File: src/rtl/uart_pkg.sv
// Shared types and helpers for the byte-stream UART transmitter.
package uart_pkg;

  typedef enum logic [1:0] {
    IDLE,
    START,
    DATA,
    STOP
  } tx_state_t;

  localparam logic        UART_IDLE_LVL  = 1'b1;
  localparam int unsigned UART_DATA_BITS = 8;

  // Clocks per bit, rounded to the nearest integer.
  function automatic int unsigned uart_div(input int unsigned clk_hz, input int unsigned baud);
    return (clk_hz + baud / 2) / baud;
  endfunction

endpackage

File: src/rtl/uart_tx_fifo_if.sv
// Byte push handshake between the register-dump formatter and the UART transmitter.
interface uart_tx_fifo_if;
  import uart_pkg::*;

  logic                      tx_valid;
  logic [UART_DATA_BITS-1:0] tx_data;
  logic                      tx_ready;

  modport master (output tx_valid, output tx_data, input tx_ready);
  modport slave  (input tx_valid, input tx_data, output tx_ready);

endinterface

File: src/rtl/sync_fifo.sv
// Single-clock FIFO with an explicit occupancy counter; push and pop may share an edge.
module sync_fifo #(
  parameter int unsigned WIDTH = 8,
  parameter int unsigned DEPTH = 16
) (
  input  logic                     clk,
  input  logic                     rst_n,
  input  logic                     push,
  input  logic [WIDTH-1:0]         wdata,
  input  logic                     pop,
  output logic [WIDTH-1:0]         rdata,
  output logic                     full,
  output logic                     empty,
  output logic [$clog2(DEPTH):0]   level
);

  localparam int unsigned AW = $clog2(DEPTH);

  if (DEPTH < 2 || (DEPTH & (DEPTH - 1)) != 0) begin : g_depth_check
    $error("sync_fifo: DEPTH must be a power of two and at least 2");
  end

  logic [WIDTH-1:0] mem [DEPTH];
  logic [AW-1:0]    wr_ptr;
  logic [AW-1:0]    rd_ptr;
  logic             do_push;
  logic             do_pop;

  assign full    = (level == (AW + 1)'(DEPTH));
  assign empty   = (level == '0);
  // A pop frees the head slot on the same edge, so a full FIFO may still accept.
  assign do_push = push && (!full || pop);
  assign do_pop  = pop && !empty;
  assign rdata   = mem[rd_ptr];

  // NOTE: the storage array is deliberately not reset; only pointers and count are, so it can map to RAM.
  always_ff @(posedge clk) begin
    if (do_push) mem[wr_ptr] <= wdata;
  end

  // NOTE: sequential state uses non-blocking assignments so every flop samples pre-edge values.
  always_ff @(posedge clk or negedge rst_n) begin
    if (!rst_n) begin
      wr_ptr <= '0;
      rd_ptr <= '0;
      level  <= '0;
    end else begin
      if (do_push) wr_ptr <= wr_ptr + AW'(1);
      if (do_pop)  rd_ptr <= rd_ptr + AW'(1);
      unique case ({do_push, do_pop})
        2'b10:   level <= level + (AW + 1)'(1);
        2'b01:   level <= level - (AW + 1)'(1);
        default: level <= level;
      endcase
    end
  end

endmodule

File: src/rtl/uart_tx_fifo.sv
// 8N1 UART transmitter fed by a byte FIFO; frames are sent back-to-back while data is queued.
module uart_tx_fifo
  import uart_pkg::*;
#(
  parameter int unsigned CLK_HZ     = 27_000_000,
  parameter int unsigned BAUD       = 115_200,
  parameter int unsigned FIFO_DEPTH = 16
) (
  input  logic                          clk,
  input  logic                          rst_n,
  uart_tx_fifo_if.slave                 tx_if,
  output logic                          uart_tx,
  output logic                          busy,
  output logic [$clog2(FIFO_DEPTH):0]   fifo_level
);

  localparam int unsigned DIV   = uart_div(CLK_HZ, BAUD);
  localparam int unsigned CNT_W = (DIV < 2) ? 1 : $clog2(DIV);
  localparam int unsigned IDX_W = $clog2(UART_DATA_BITS);
  localparam logic [CNT_W-1:0] CNT_LAST = CNT_W'(DIV - 1);
  localparam logic [IDX_W-1:0] IDX_LAST = IDX_W'(UART_DATA_BITS - 1);

  if (DIV < 2) begin : g_div_check
    $error("uart_tx_fifo: baud divisor must be at least 2");
  end

  logic                      fifo_push;
  logic                      fifo_pop;
  logic                      fifo_full;
  logic                      fifo_empty;
  logic [UART_DATA_BITS-1:0] fifo_rdata;

  assign tx_if.tx_ready = !fifo_full;
  assign fifo_push      = tx_if.tx_valid && !fifo_full;

  sync_fifo #(
    .WIDTH (UART_DATA_BITS),
    .DEPTH (FIFO_DEPTH)
  ) u_fifo (
    .clk   (clk),
    .rst_n (rst_n),
    .push  (fifo_push),
    .wdata (tx_if.tx_data),
    .pop   (fifo_pop),
    .rdata (fifo_rdata),
    .full  (fifo_full),
    .empty (fifo_empty),
    .level (fifo_level)
  );

  tx_state_t                 state, state_next;
  logic [CNT_W-1:0]          baud_cnt, cnt_next;
  logic [IDX_W-1:0]          bit_idx, idx_next;
  logic [UART_DATA_BITS-1:0] shift, shift_next;
  logic                      tx_next;
  logic                      bit_end;

  assign bit_end = (baud_cnt == CNT_LAST);

  // NOTE: every signal gets a default before the case, so no path leaves one unassigned (no latches).
  always_comb begin
    state_next = state;
    cnt_next   = (state == IDLE || bit_end) ? '0 : baud_cnt + CNT_W'(1);
    idx_next   = bit_idx;
    shift_next = shift;
    fifo_pop   = 1'b0;
    unique case (state)
      IDLE: begin
        if (!fifo_empty) begin
          fifo_pop   = 1'b1;
          shift_next = fifo_rdata;
          state_next = START;
        end
      end
      START: begin
        if (bit_end) begin
          idx_next   = '0;
          state_next = DATA;
        end
      end
      DATA: begin
        if (bit_end) begin
          shift_next = shift >> 1;
          if (bit_idx == IDX_LAST) state_next = STOP;
          else                     idx_next   = bit_idx + IDX_W'(1);
        end
      end
      STOP: begin
        if (bit_end) begin
          if (!fifo_empty) begin
            fifo_pop   = 1'b1;
            shift_next = fifo_rdata;
            state_next = START;
          end else begin
            state_next = IDLE;
          end
        end
      end
      default: state_next = IDLE;
    endcase

    // Line level is derived from the next state so uart_tx comes straight from a flop.
    unique case (state_next)
      START:   tx_next = 1'b0;
      DATA:    tx_next = shift_next[0];
      default: tx_next = UART_IDLE_LVL;
    endcase
  end

  always_ff @(posedge clk or negedge rst_n) begin
    if (!rst_n) begin
      state    <= IDLE;
      baud_cnt <= '0;
      bit_idx  <= '0;
      shift    <= '0;
      uart_tx  <= UART_IDLE_LVL;
    end else begin
      state    <= state_next;
      baud_cnt <= cnt_next;
      bit_idx  <= idx_next;
      shift    <= shift_next;
      uart_tx  <= tx_next;
    end
  end

  assign busy = (state != IDLE) || (fifo_level != '0);

endmodule

File: src/flat_wrapper.sv
// flat-port wrapper written by rule: the top's interface ports become plain ports
module uart_tx_fifo_flat import uart_pkg::*;
#(
  parameter int unsigned CLK_HZ     = 27_000_000,
  parameter int unsigned BAUD       = 115_200,
  parameter int unsigned FIFO_DEPTH = 16
)
  (clk, rst_n, uart_tx, busy, fifo_level, tx_if_tx_valid, tx_if_tx_data, tx_if_tx_ready);
  uart_tx_fifo_if tx_if_i ();
  input  logic clk;
  input  logic rst_n;
  output logic uart_tx;
  output logic busy;
  output logic [$clog2(FIFO_DEPTH):0] fifo_level;
  input wire logic [$bits(tx_if_i.tx_valid)-1:0] tx_if_tx_valid;
  input wire logic [$bits(tx_if_i.tx_data)-1:0] tx_if_tx_data;
  output wire logic [$bits(tx_if_i.tx_ready)-1:0] tx_if_tx_ready;
  assign tx_if_i.tx_valid = tx_if_tx_valid;
  assign tx_if_i.tx_data = tx_if_tx_data;
  assign tx_if_tx_ready = tx_if_i.tx_ready;
  uart_tx_fifo #(.CLK_HZ(CLK_HZ), .BAUD(BAUD), .FIFO_DEPTH(FIFO_DEPTH)) u_core (.clk(clk), .rst_n(rst_n), .tx_if(tx_if_i), .uart_tx(uart_tx), .busy(busy), .fifo_level(fifo_level));
endmodule
File: config.mk
export PLATFORM = sky130hd
export DESIGN_NAME = uart_tx_fifo_flat
export DESIGN_NICKNAME = d
export VERILOG_FILES = /design/src/rtl/uart_pkg.sv /design/src/rtl/uart_tx_fifo_if.sv /design/src/rtl/sync_fifo.sv /design/src/rtl/uart_tx_fifo.sv /design/src/flat_wrapper.sv
export SDC_FILE = /design/constraint.sdc
export NUM_CORES = 1
export LEC_CHECK = 0
export ABC_CLOCK_PERIOD_IN_PS = 6000
export CORE_MARGIN = 2
export CORE_UTILIZATION = 60
export CTS_CLUSTER_SIZE = 12
export DETAILED_ROUTE_END_ITERATION = 6
export GPL_ROUTABILITY_DRIVEN = 0
export PLACE_DENSITY = 0.78
export SLEW_MARGIN = 30
export SYNTH_ARGS = -nofsm -noshare
export SYNTH_HDL_FRONTEND = slang
export SYNTH_SLANG_ARGS = --single-unit
File: constraint.sdc
create_clock -name clk -period 6 [get_ports clk]
set_input_delay 1.2 -clock clk [delete_from_list [all_inputs] [get_ports clk]]
set_output_delay 1.2 -clock clk [all_outputs]
set_load 0.02 [all_outputs]
==> out/results.ini <==
[run_status]
status = finished clean

[detailed_routing]
avgRoutedWirePerCell_um = 22.2
drt_iter0_drc = 540
first_pass_iters = 5
remaining_drc_errors = 0
routed_wl_mm = 13.0
ant_nets = 0
viasPerCell = 6.25
num_vias = 3660

[worst_setup_path]
r2r_end = u_core.u_fifo.level[4]
r2r_cells = 14
crit_start = u_core.u_fifo.level[1]
crit_path_end = busy
crit_arrival_ns = 2.32
r2r_start = u_core.baud_cnt[1]
path_class = reg2out
end_kind = output port
ff2ff_setup_slack_ns = 2.68
worstPathMaxFanout = 6
crit_path_start_kind = flop
required_ns = 4.80

[sta]
tightest_slew_ns = 0.944
slew_headroom = 0.368
maxSlewViolCount = 0
hold_slack_ns = 0.507
hold_viol = 0
period_needed_ns = 3.52
timing.setup.tns_ns = 0
fmax_ghz = 0.284
fin_skew_ns = 0.00790
setup_violations = 0
final.period_utilization = 0.587
rsz0062_at_grt = false

[placed_design]
place_hpwl_mm = 8.10
place_inst = 555
port_buffers = 18

[power_and_ir_drop]
swShare = 0.314
switchingPower_mw = 1.11
powerDensity_mw_per_mm2 = 452
cellLeakagePower_nw = 2.79
clock_power_share = 0.268
p_comb_frac = 0.291
p_int_mw = 2.42
ir_drop_v = 0.000364
pwr-share-seq = 0.441

[synthesis]
synth_edf_count = 128
syn-cell-area_mm2 = 0.00702
yosysTopAreaCell = edfxtp_1
yosysTopAreaCellShare = 0.548
async_reset_ff_frac = 0.215
yosysWarningCount = 0
synth_ff_type = edfxtp_1
synth.area.top_cells = edfxtp_1, dfrtp_1, mux4_2, mux4_1, ha_1
yosysUniqueCellTypes = 56
ys_seq_area_frac = 0.673
ys_seq_elements = 163
syn-num-nets = 433
postSynthCellCount = 403
synth_area_per_cell_um2 = 17.4

[clock_tree]
clk_pin_slew_ns = 0.06
clockBufferDepth = 2
insertion_delay_ns = 0.43
numClockSinks = 163
postCtsSetupBuffers = 0
cts-buffers-inserted = 17
htreeDepth = 4
ctsHoldBuffers = 0
cts_resized = 0
cts_tree = built
cts_root_buf = clkbuf_16

[floorplanning]
core-area_mm2 = 0.0114
start_util = 0.614
top_level_ports = 19
dieArea_mm2 = 0.0126
num_rows = 39
die_h_um = 112
chipWidth_um = 112

[worst_hold_path]
hold_class = reg2reg

[grt]
grt_overflow_total = 0
grt_antenna_before_repair = 0
grt_pass1_vias = 3648
grt_max_degree = 36
grt_first_pass_wirelength_mm = 20.6
track_usage = 0.225

[layout]
drive_gt1_frac = 0.165
final_util = 0.685
num_antenna_cells = 0
final_cell_mix = edfxtp_1, dfrtp_1, mux4_2
final_common_cell = edfxtp_1
syn_to_final_growth_pct = 11.4
fin_cells = 586
fin_nets = 461
n_fill_cell = 776

[flow_run]
drv_cap = 0

==> sequential cells by signal, summed over array words and instances (netlist names) <==
register and flops:
u_core.u_fifo.mem 128, u_core.baud_cnt 8, u_core.shift 8, u_core.u_fifo.level 5, u_core.u_fifo.rd_ptr 4, u_core.u_fifo.wr_ptr 4, u_core.bit_idx 3, u_core.state 2
u_core.uart_tx 1
==> stage by stage <==
stage                     power, mW  instance area [µm²]  worst slack (ns)
final                          3.53                 7820              2.48
after global routing           3.70                 7820              2.41
after CTS                      3.55                 7810              2.47
after detailed placement       2.60                 7290              2.44
after global placement         2.57                 7290              2.56
after floorplan                2.34                 7020              3.03
==> area by class of cell <==
type / count / area, µm² / share of cell area
sequential: 163 / 4720 / 0.604
clock buffer: 18 / 429 / 0.0549
clock inverter: 13 / 86.3 / 0.0110
tap: 143 / 179 / 0.0229
timing repair buffer: 25 / 228 / 0.0291
inverter: 19 / 71.3 / 0.00912
multi-input combinational: 205 / 2100 / 0.269
==> per-layer routing <==
layer | track usage | vias to the layer above | wire length, µm
met2 | 0.372 | 124 | 6810
met1 | 0.291 | 1861 | 5300
met5 | 0 | - | 0
met4 | 0.0846 | 0 | 260
met3 | 0.0626 | 27 | 632
li1 | - | 1648 | -
==> cell families after synthesis <==
| logic type | count (synthesis) | share of synthesized area |
|---|---|---|
| flops | 163 | 0.673 |
| simple gates | 81 | 0.0587 |
| compound gates | 48 | 0.0480 |
| mux | 42 | 0.138 |
| buf+inv | 35 | 0.0284 |
| fa+ha+maj | 19 | 0.0350 |
| xor+xnor | 15 | 0.0187 |
==> worst min path at each step <==
stage	start	end	cells after the start	slack, ns
CTS	u_core.shift[7]	u_core.shift[7]	2	0.51
floorplan	u_core.shift[7]	u_core.shift[7]	2	0.46
global route	u_core.shift[4]	u_core.shift[4]	2	0.54
detailed placement	u_core.shift[7]	u_core.shift[7]	2	0.50
finish	u_core.shift[7]	u_core.shift[7]	2	0.51
global placement	u_core.shift[7]	u_core.shift[7]	2	0.47
==> synth_stat cells, types with 3 or more instances <==
cell      instances
a21oi_1           6
a22oi_1           8
and3_1            3
buf_2             3
buf_6             4
clkbuf_1          3
clkbuf_8          3
clkinv_1          6
dfrtp_1          34
edfxtp_1        128
ha_1             18
inv_1            13
mux4_1           16
mux4_2           23
nand2_1          21
nand2b_1          4
nand3_1           6
nor2_1           24
nor3_1            9
o21ai_0          10
o21ai_1           7
xnor2_1           7
xor2_1            8
==> worst max-delay path, cell delays in order, from the launching register on <==
cell             delay, ns
dfrtp_1               0.45
or4_4                 0.62
nor2_4                0.21
nand2_1               0.08
clkdlybuf4s50_1       0.54
==> power by group through the flow <==
stage / Sequential [mW] / Combinational, mW / Clock [mW]
floorplan: 1.52 / 0.817 / 0
global placement: 1.57 / 1.00 / 0
detailed placement: 1.58 / 1.03 / 0
CTS: 1.56 / 1.03 / 0.965
global route: 1.58 / 1.11 / 1.01
finish: 1.56 / 1.03 / 0.946
(Power assumes the default switching activity.)
